[src/rtl/scan_pkg.sv]
// Shared definitions for the four-digit display scanner.
// Optional feature macro: SCAN_LZB_EN (leading-zero blanking helper).
package scan_pkg;

    // Code that the downstream 7-segment decoder renders as an unlit digit.
    localparam logic [3:0] BLANK_CODE = 4'b1111;

    // Number of digits on the display.
    localparam int NDIG = 4;

    // One-hot digit enable for a 2-bit digit index.
    function automatic logic [3:0] onehot4(input logic [1:0] sel);
        return 4'b0001 << sel;
    endfunction

`ifdef SCAN_LZB_EN
    // Digit k (k >= 1) is blanked when it and every more significant
    // nibble are zero; digit 0 always shows so a value of 0 reads "0".
    function automatic logic lzb_blank(input logic [15:0] value, input logic [1:0] k);
        logic [15:0] upper;
        upper = value >> {k, 2'b00};
        return (k != 2'd0) && (upper == 16'h0000);
    endfunction
`endif

endpackage

[src/rtl/scan_prescaler.sv]
// Digit-slot prescaler: counts 0..DIV-1 and flags the last count of each slot.
module scan_prescaler #(
    parameter int DIV = 50000
) (
    input  logic clk,
    input  logic rst,
    output logic tick
);

    // A one-bit counter is kept even for DIV=1 so the design stays legal.
    localparam int CW = (DIV > 1) ? $clog2(DIV) : 1;
    localparam logic [CW-1:0] LAST = CW'(DIV - 1);

    logic [CW-1:0] cnt_q;
    logic [CW-1:0] cnt_d;

    // Tick on the last count of the slot and wrap back to zero there.
    always_comb begin
        tick  = (cnt_q == LAST);
        cnt_d = tick ? '0 : cnt_q + 1'b1;
    end

    // Counter register.
    always_ff @(posedge clk) begin
        if (rst) begin
            cnt_q <= '0;
        end else begin
            cnt_q <= cnt_d;
        end
    end

endmodule

[src/rtl/scan_display_4dig.sv]
// Four-digit time-multiplexed display scanner feeding a 7-segment decoder.
// New values are double-buffered and only take effect at frame start.
// Optional feature macro: SCAN_LZB_EN (leading-zero blanking).
module scan_display_4dig #(
    parameter int DIV = 50000
) (
    input  logic        clk,
    input  logic        rst,
    input  logic [15:0] digits,
    input  logic        load,
    output logic [3:0]  data,
    output logic [3:0]  dig_sel,
    output logic        frame_done
);

    import scan_pkg::*;

    localparam logic [1:0] LAST_IDX = 2'(NDIG - 1);

    logic        tick;
    logic        frame_start;
    logic [15:0] eff;
    logic [3:0]  nibble;
    logic [3:0]  slot_code;

    logic [15:0] pend_q, pend_d;
    logic [15:0] disp_q, disp_d;
    logic [1:0]  idx_q, idx_d;
    logic [3:0]  data_q, data_d;
    logic [3:0]  dig_sel_q, dig_sel_d;
    logic        frame_done_q, frame_done_d;

    scan_prescaler #(
        .DIV (DIV)
    ) u_prescaler (
        .clk  (clk),
        .rst  (rst),
        .tick (tick)
    );

    // Double buffer: capture loads, and at frame start promote the pending
    // value (forwarding a same-cycle load) so a frame never mixes values.
    always_comb begin
        pend_d      = load ? digits : pend_q;
        frame_start = tick && (idx_q == 2'd0);
        eff         = frame_start ? pend_d : disp_q;
        disp_d      = frame_start ? pend_d : disp_q;
    end

    // Select the nibble for the digit being stepped to, blanking if enabled.
    always_comb begin
        nibble = eff[{idx_q, 2'b00} +: 4];
`ifdef SCAN_LZB_EN
        slot_code = lzb_blank(eff, idx_q) ? BLANK_CODE : nibble;
`else
        slot_code = nibble;
`endif
    end

    // Advance the scan on each tick; outputs hold between ticks.
    always_comb begin
        data_d       = data_q;
        dig_sel_d    = dig_sel_q;
        idx_d        = idx_q;
        frame_done_d = 1'b0;
        if (tick) begin
            dig_sel_d    = onehot4(idx_q);
            data_d       = slot_code;
            idx_d        = (idx_q == LAST_IDX) ? 2'd0 : idx_q + 2'd1;
            frame_done_d = (idx_q == LAST_IDX);
        end
    end

    // State and registered outputs; display starts dark and blank.
    always_ff @(posedge clk) begin
        if (rst) begin
            pend_q       <= 16'h0000;
            disp_q       <= 16'h0000;
            idx_q        <= 2'd0;
            data_q       <= BLANK_CODE;
            dig_sel_q    <= 4'b0000;
            frame_done_q <= 1'b0;
        end else begin
            pend_q       <= pend_d;
            disp_q       <= disp_d;
            idx_q        <= idx_d;
            data_q       <= data_d;
            dig_sel_q    <= dig_sel_d;
            frame_done_q <= frame_done_d;
        end
    end

    assign data       = data_q;
    assign dig_sel    = dig_sel_q;
    assign frame_done = frame_done_q;

endmodule
[config.mk]
export PLATFORM = sky130hd
export DESIGN_NAME = scan_display_4dig
export DESIGN_NICKNAME = d
export VERILOG_FILES = /design/src/rtl/scan_pkg.sv /design/src/rtl/scan_prescaler.sv /design/src/rtl/scan_display_4dig.sv
export SDC_FILE = /design/constraint.sdc
export NUM_CORES = 1
export LEC_CHECK = 0
export BUFFER_PORTS_ARGS = -buffer_cell sky130_fd_sc_hd__buf_2
export CAP_MARGIN = 20
export CORE_MARGIN = 2
export CORE_UTILIZATION = 36
export DETAILED_ROUTE_END_ITERATION = 8
export PLACE_DENSITY = 0.5
export SLEW_MARGIN = 20
export SYNTH_ARGS = -nofsm -noshare
export SYNTH_HDL_FRONTEND = slang
export SYNTH_SLANG_ARGS = --single-unit
[constraint.sdc]
create_clock -name clk -period 2.4 [get_ports clk]
set_input_delay 0.24 -clock clk [delete_from_list [all_inputs] [get_ports clk]]
set_output_delay 0.24 -clock clk [all_outputs]
set_load 0.005 [all_outputs]
==> flow_metrics.tcl, run 1 <==
set metrics [dict create \
    dr_total_vias 1998 \
    cts_resized 0 \
    hold_path_class "input port to flip-flop" \
    synth_simple_gate_area_frac 0.217 \
    yosysWarnings 0 \
    synth-edff-count 0 \
    drt_pre_antenna_iters 4 \
    clk-insertion-delay-late_ns 0.34 \
    wl_per_cell_um 13.7 \
    routed_wl_mm 5.76 \
    path_max_fanout 12 \
    critPathKind "flip-flop to flip-flop" \
    start_util 0.365 \
    overflow 0 \
    io_buffers 27 \
    path_clk_slew_ns 0.07 \
    first_global_vias 1966 \
    nFillCells 755 \
    fin_crit_sh 0.938 \
    hold_viol 0 \
    fin_nets 341 \
    root_buffer "clkbuf_8" \
    async_reset_ff_frac 0 \
    relSlewSlack 0.658 \
    outcome "finished clean" \
    die_x_um 89.1 \
    avgSynthCellArea_um2 9.31 \
    synth_top_family_by_area "simple AND/OR/NAND/NOR gates" \
    clock_skew_ns 0.00768 \
    gp_congestion 0.727 \
    die_y_um 89.1 \
    synthDistinctLibCells 45 \
    synth-main-ff-cell "dfxtp_1" \
    drt.antenna.violating_nets 0 \
    synthesis.instances 280 \
    power_leakage_nw 1.21 \
    synth-seq-cells 59 \
    whs_ns 0.172 \
    post_cts_buffers 0 \
    yosys.cell_count.top_type "dfxtp_1" \
    synthesis.nets 304 \
    clock_path_buffers 2 \
    synthXorXnorAreaFrac 0.0470 \
    post-route-min-period_ns 2.25 \
    area.sequential_mm2 0.00118 \
    start_kind "flip-flop" \
    arrival_ns 2.49 \
    fmax_mhz 444 \
    grt_use_total 0.162 \
    cts-hold-fix-buffers 0 \
    antenna_found_initial 0 \
    synth_area_leaders "dfxtp_1, mux2i_1, nor2_1" \
    synthAdderAreaFrac 0.0240 \
    vias_per_cell 4.75 \
    ioPinCount 28 \
    synth_compound_area_frac 0.116 \
    cts_buffers 9 \
    core_mm2 0.00714 \
    ys_seq_area_frac 0.453 \
    dp_slack_ns 0.161 \
    vdd_drop_max_mv 0.339 \
    yosysTopAreaCellShare 0.453 \
    ys_top_cells_by_count "dfxtp_1, nor2_1, mux2i_1, nand2_1, inv_1" \
    cts_tree "built" \
    syn_area_mm2 0.00261 \
    cts.sinks 59 \
    fin_ws_ns 0.149 \
    layout-drive-gt1-share 0.199 \
    cp-end-kind "flip-flop" \
    synth_top_cell_by_area "dfxtp_1" \
    drv_slew 0 \
    dp_hpwl_mm 4.03 \
    num_rows 31 \
    power_density_mw_per_mm2 650 \
    synth_mux_area_frac 0.0921 \
    drc 0 \
    critical_path_required_ns 2.64 \
    setup_viol 0 \
    grt_max_degree 23 \
    rsz0062_at_grt "false" \
    drt_iter0_markers 77 \
    grt_first_pass_wirelength_mm 9.63 \
    tns_ns 0 \
    die_area_mm2 0.00794 \
    areaGrowthSynthToFinish_pct 19.0 \
    drv_cap 0 \
    n_antenna_cell 0 \
    h-tree-depth 3 \
    worst_pin_slew_ns 0.514 \
    multi_input_area_mm2 0.00131 \
]
## routing by layer
| layer | wire length (um) | up-vias | GRT usage |
|---|---|---|---|
| li1 | - | 1044 | - |
| met1 | 2850 | 918 | 0.214 |
| met2 | 2640 | 28 | 0.246 |
| met3 | 178 | 8 | 0.0499 |
| met4 | 94 | 0 | 0.0692 |
| met5 | 0 | - | 0 |
## path summary, 6_finish.rpt
kind	start	end	slack [ns]	cells past startpoint
worst min-delay path	digits[14]	pend_q[14]	0.17	3
worst max register to register	u_prescaler.cnt_q[10]	disp_q[11]	0.15	5
worst max-delay path	u_prescaler.cnt_q[10]	disp_q[11]	0.15	5
worst min register to register	dig_sel[2]	dig_sel[2]	0.45	2
## critical path, stage by stage (launching register included)
cell	delay [ns]
dfxtp_1	0.34
or4b_1	0.60
or4_4	0.68
nor2_8	0.23
nor2_1	0.07
a211oi_1	0.25
## logic make-up after synthesis
| family | after synthesis |
|---|---|
| adder cells (fa/ha/maj) | 5 |
| AO/OA/AOI/OAI | 41 |
| flip-flops | 59 |
| AND/OR/NAND/NOR | 108 |
| multiplexers | 24 |
| XOR/XNOR | 14 |
| buffers and inverters | 29 |
## metrics by stage
step           std cells  cell area [um^2]  power [mW]  utilization
3_5_place_dp         404              2890        1.12        0.405
3_3_place_gp         404              2890        1.12        0.405
5_1_grt              421              3100        2.09        0.435
6_report             421              3100        2.02        0.435
2_1_floorplan        280              2610        1.09            -
4_1_cts              420              3090        2.05        0.433
## layout make-up
class,count,share of cell area
multi-input combinational,193,0.421
sequential,59,0.381
timing repair buffer,41,0.0774
clock buffer,12,0.0500
tap,99,0.0399
clock inverter,4,0.0157
inverter,13,0.0157
## placed cells by master (no fill, tap or decap), types with 5 or more instances in the layout
master and instances:
dfxtp_1 59, nor2_1 50, buf_2 27, mux2i_1 24, nand2_1 16, buf_4 14
inv_1 12, a21oi_1 11, clkbuf_8 11, a211oi_1 9, nand3_1 7, xor2_1 7
xnor2_1 7, and2_1 6, ha_1 5
## power breakdown
part	switching (mW)	internal [mW]	total, mW
clock	0.386	0.534	0.921
sequential	0.00755	0.999	1.01
combinational	0.0541	0.0363	0.0903
total	0.448	1.57	2.02
## flip-flops by register name, indices dropped and copies added (netlist names)
register,flops
frame_done,1
idx_q,2
disp_q,16
u_prescaler.cnt_q,16
pend_q,16
data,4
dig_sel,4
(Power assumes the default switching activity.)
==> run 2, diff against run 1 <==
- CORE_ASPECT_RATIO: not set -> 0.7
- CORE_MARGIN: 2 -> not set
- CTS_BUF_LIST: not set -> sky130_fd_sc_hd__clkbuf_2 sky130_fd_sc_hd__clkbuf_4 sky130_fd_sc_hd__clkbuf_8
==> flow_metrics.tcl, run 2 (synthesized netlist as in run 1, its figures left out) <==
set metrics [dict create \
    ioPinCount 28 \
    arrival_ns 2.42 \
    final_util 0.457 \
    power_density_mw_per_mm2 701 \
    die_x_um 104 \
    post-route-min-period_ns 2.22 \
    die_y_um 73.2 \
    holdPathStages 3 \
    clock_path_buffers 2 \
    routed_wl_mm 5.41 \
    clk-insertion-delay-late_ns 0.33 \
    relSlewSlack 0.679 \
    hold_path_class "input port to flip-flop" \
    rr_worst_depth 4 \
    die_area_mm2 0.00759 \
    io_buffers 27 \
    dp_slack_ns 0.101 \
    num_rows 25 \
    drt_iter0_markers 76 \
    areaGrowthSynthToFinish_pct 20.5 \
    cts_buffers 9 \
    grt_max_degree 27 \
    drt.antenna.violating_nets 0 \
    worst_pin_slew_ns 0.481 \
    clock_skew_ns 0.00758 \
    hold_viol 0 \
    vdd_drop_max_mv 0.267 \
    start_kind "flip-flop" \
    nFillCells 708 \
    vias_per_cell 4.80 \
    core_mm2 0.00688 \
    grt_first_pass_wirelength_mm 9.51 \
    setup_viol 0 \
    dr_total_vias 1993 \
    final_common_cell "dfxtp_1" \
    drv_cap 0 \
    antenna_found_initial 0 \
    drt_pre_antenna_iters 4 \
    layout-drive-gt1-share 0.202 \
    gp_congestion 0.746 \
    start_util 0.379 \
    h-tree-depth 3 \
    drv_slew 0 \
    drc 0 \
    mostFrequentLayoutCells "dfxtp_1, nor2_1, buf_2, mux2i_1, nand2_1" \
    n_antenna_cell 0 \
    dp_hpwl_mm 3.95 \
    reg_top3 "disp_q (16), pend_q (16), u_prescaler.cnt_q (16)" \
    path_clk_slew_ns 0.06 \
    fmax_mhz 451 \
    outcome "finished clean" \
    rsz0062_at_grt "false" \
    path_max_fanout 6 \
    root_buffer "clkbuf_8" \
    fin_nets 340 \
    grt_use_total 0.164 \
    first_global_vias 1931 \
    critPathKind "flip-flop to flip-flop" \
    power_leakage_nw 1.24 \
    critical_path_required_ns 2.60 \
    overflow 0 \
    fin_ws_ns 0.180 \
    cts_tree "built" \
    fin_crit_sh 0.925 \
    wl_per_cell_um 13.0 \
    cp-end-kind "flip-flop" \
    tns_ns 0 \
    cts.sinks 59 \
]
[run 2: cell count changes in the layout (fill, tap and decap cells not counted)]
| cell | previous run | this run |
|---|---|---|
| or4_1 | 2 | 1 |
| clkbuf_1 | 1 | 0 |
| or4_4 | 1 | 2 |
| nor2_4 | 1 | 0 |
| clkbuf_4 | 0 | 1 |
| buf_4 | 14 | 13 |
| buf_12 | 0 | 1 |
| clkinv_4 | 1 | 0 |
| bufinv_16 | 1 | 3 |
| clkbuf_8 | 11 | 10 |
[run 2: final cells by class]
class | count | area, um^2 | area share
Sequential cell | 59 | 1180 | 0.376
Multi-Input combinational cell | 192 | 1300 | 0.413
Timing Repair Buffer | 41 | 253 | 0.0804
Tap cell | 94 | 118 | 0.0374
Clock buffer | 11 | 145 | 0.0462
Clock inverter | 5 | 100 | 0.0318
Inverter | 13 | 48.8 | 0.0155
[run 2: power by group]
group	total, mW	switching [mW]	internal [mW]	leakage [nW]
logic	0.0900	0.0517	0.0383	0.632
clock network	1.10	0.378	0.726	0.127
registers	1.01	0.00792	0.999	0.479
total	2.20	0.438	1.76	1.24
[run 2: final timing paths]
check | startpoint | endpoint | slack, ns
worst min-delay path | digits[12] | pend_q[12] | 0.18
worst max register to register | u_prescaler.cnt_q[7] | data[1] | 0.18
worst min register to register | dig_sel[1] | dig_sel[1] | 0.45
worst max-delay path | u_prescaler.cnt_q[7] | data[1] | 0.18
[run 2: metrics by stage]
stage / instances / cell area (um^2) / hold WS (ns) / power [mW]
2_1_floorplan: 280 / 2610 / 0.400 / 1.09
3_3_place_gp: 399 / 2890 / 0.437 / 1.12
3_5_place_dp: 399 / 2890 / 0.443 / 1.12
4_1_cts: 415 / 3140 / 0.163 / 2.24
5_1_grt: 415 / 3140 / 0.182 / 2.30
6_report: 415 / 3140 / 0.177 / 2.20
[run 2: per-layer routing]
metal,track usage,share of wire,up-vias,routed length (um)
met5,0,0,-,0
met4,0.0667,0.0050,0,27
met3,0.0545,0.030,2,162
met2,0.238,0.41,28,2240
met1,0.225,0.55,916,2990
li1,-,-,1047,-
[run 2: worst max-delay path: stages, from the launching register on]
cell	delay [ns]
dfxtp_1	0.34
or4b_2	0.74
or4_4	0.58
a21oi_1	0.32
a211oi_2	0.11
[run 2: timing repair]
action | CTS | global route
gates resized for setup | 0 | 1
setup buffers | 0 | 0
hold buffers | 0 | 0
setup endpoints to repair | 0 | 2
==> run 3, diff against run 2 <==
- CELL_PAD_IN_SITES_DETAIL_PLACEMENT: not set -> 1
- CELL_PAD_IN_SITES_GLOBAL_PLACEMENT: not set -> 2
- PLACE_DENSITY: 0.5 -> 0.75
==> flow_metrics.tcl, run 3 (synthesized netlist as in run 1, its figures left out) <==
set metrics [dict create \
    drt.antenna.violating_nets 0 \
    reg2reg_from "u_prescaler.cnt_q[5]" \
    dp_cells 400 \
    dp_hpwl_mm 4.52 \
    slowest_stage "or4b_2" \
    cts.sinks 59 \
    timing.critical_path.buf_inv 0 \
    critical_path_required_ns 2.62 \
    num_rows 25 \
    cp_top_family "simple AND/OR/NAND/NOR gates" \
    fin_nets 341 \
    clock_skew_ns 0.00820 \
    clk-insertion-delay-late_ns 0.34 \
    rr_worst_depth 4 \
    crit_path_end "data[1]" \
    clock_path_buffers 2 \
    seq_power_share 0.504 \
    power.share.switching 0.237 \
    r2r_end "data[1]" \
    first_global_vias 1997 \
    post_cts_buffers 0 \
    cp-end-kind "flip-flop" \
    drv_slew 0 \
    fin_cells 416 \
    cts-hold-fix-buffers 0 \
    combinationalPowerShare 0.045 \
    die_x_um 104 \
    tns_ns 0 \
    routed_wl_mm 6.13 \
    worstSetupPathDepth 4 \
    nFillCells 809 \
    n_antenna_cell 0 \
    gp_congestion 0.743 \
    h-tree-depth 3 \
    root_buffer "clkbuf_8" \
    power_density_mw_per_mm2 647 \
    fmax_mhz 444 \
    areaGrowthSynthToFinish_pct 18.4 \
    r2r_slack_ns 0.15 \
    dr_total_vias 2044 \
    io_buffers 27 \
    ioPinCount 28 \
    drt_iter0_markers 58 \
    layout-drive-gt1-share 0.202 \
    drv_cap 0 \
    p_sw_uw 473 \
    arrival_ns 2.48 \
    cp_slowest_stage_delay_ns 0.72 \
    vdd_drop_max_mv 0.314 \
    start_util 0.379 \
    path_max_fanout 6 \
    power_leakage_nw 1.20 \
    drt_pre_antenna_iters 4 \
    rsz0062_at_grt "false" \
    worst_pin_slew_ns 0.463 \
    critPathKind "flip-flop to flip-flop" \
    drc 0 \
    worstPathCellList "or4b_2, or4_1, a21oi_1, a211oi_2" \
    grt_max_degree 31 \
    start_kind "flip-flop" \
    multi_input_area_mm2 0.00129 \
    die_y_um 73.2 \
    post-route-min-period_ns 2.25 \
    vias_per_cell 4.91 \
    die_area_mm2 0.00759 \
    overflow 0 \
    setup_viol 0 \
    wl_per_cell_um 14.7 \
    cts_tree "built" \
    relSlewSlack 0.688 \
    core_mm2 0.00688 \
    power_frac_clock 0.451 \
    grt_first_pass_wirelength_mm 10.1 \
    startpoint "u_prescaler.cnt_q[5]" \
    area.sequential_mm2 0.00118 \
    reg_top3 "disp_q (16), pend_q (16), u_prescaler.cnt_q (16)" \
    outcome "finished clean" \
    internal_power_mw 1.52 \
    hold_viol 0 \
    whs_ns 0.170 \
    final_common_cell "dfxtp_1" \
    hold_path_class "input port to flip-flop" \
    antenna_found_initial 0 \
    fin_crit_sh 0.939 \
    mostFrequentLayoutCells "dfxtp_1, nor2_1, buf_2, mux2i_1, nand2_1" \
    grt_use_total 0.177 \
    cts_buffers 9 \
    cts_resized 0 \
    path_clk_slew_ns 0.07 \
]
==> run 3: worst min-delay path: stages <==
cell	delay [ns]
buf_2	0.08
mux2i_1	0.08
nor2_1	0.08
==> run 3: layout make-up <==
class / count / share of cell area
clock inverter: 6 / 0.0215
clock buffer: 10 / 0.0426
multi-input combinational: 192 / 0.419
timing repair buffer: 42 / 0.0803
sequential: 59 / 0.383
inverter: 13 / 0.0158
tap: 94 / 0.0381
==> run 3: layer usage <==
metal,GRT usage,routed length (um),share of wire,vias to the layer above
li1,-,-,-,1048
met1,0.238,3220,0.53,957
met2,0.264,2560,0.42,30
met3,0.0634,257,0.042,9
met4,0.0619,83,0.014,0
met5,0,0,0,-
==> run 3: worst min path at each step <==
stage,startpoint,to,slack (ns),cells after the start
global route,digits[15],pend_q[15],0.19,3
global placement,dig_sel[2],dig_sel[2],0.44,2
CTS,digits[15],pend_q[15],0.16,3
finish,digits[7],pend_q[7],0.17,3
floorplan,rst,data[0],0.40,2
detailed placement,dig_sel[3],dig_sel[3],0.45,2
==> run 3: through the flow <==
stage | utilization | instance area (um^2) | power (mW) | worst slack [ns]
2_1_floorplan | - | 2610 | 1.09 | 0.178
3_3_place_gp | 0.420 | 2890 | 1.12 | 0.182
3_5_place_dp | 0.420 | 2890 | 1.12 | 0.157
4_1_cts | 0.449 | 3090 | 2.03 | 0.132
5_1_grt | 0.449 | 3090 | 2.08 | 0.0256
6_report | 0.449 | 3090 | 2.00 | 0.146
==> run 3: power groups by stage <==
stage / combinational [mW] / sequential [mW] / clock [mW]
2_1_floorplan: 0.0588 / 1.03 / 0
3_3_place_gp: 0.0917 / 1.03 / 0
3_5_place_dp: 0.0931 / 1.03 / 0
4_1_cts: 0.0932 / 1.01 / 0.932
5_1_grt: 0.103 / 1.01 / 0.969
6_report: 0.0903 / 1.01 / 0.901
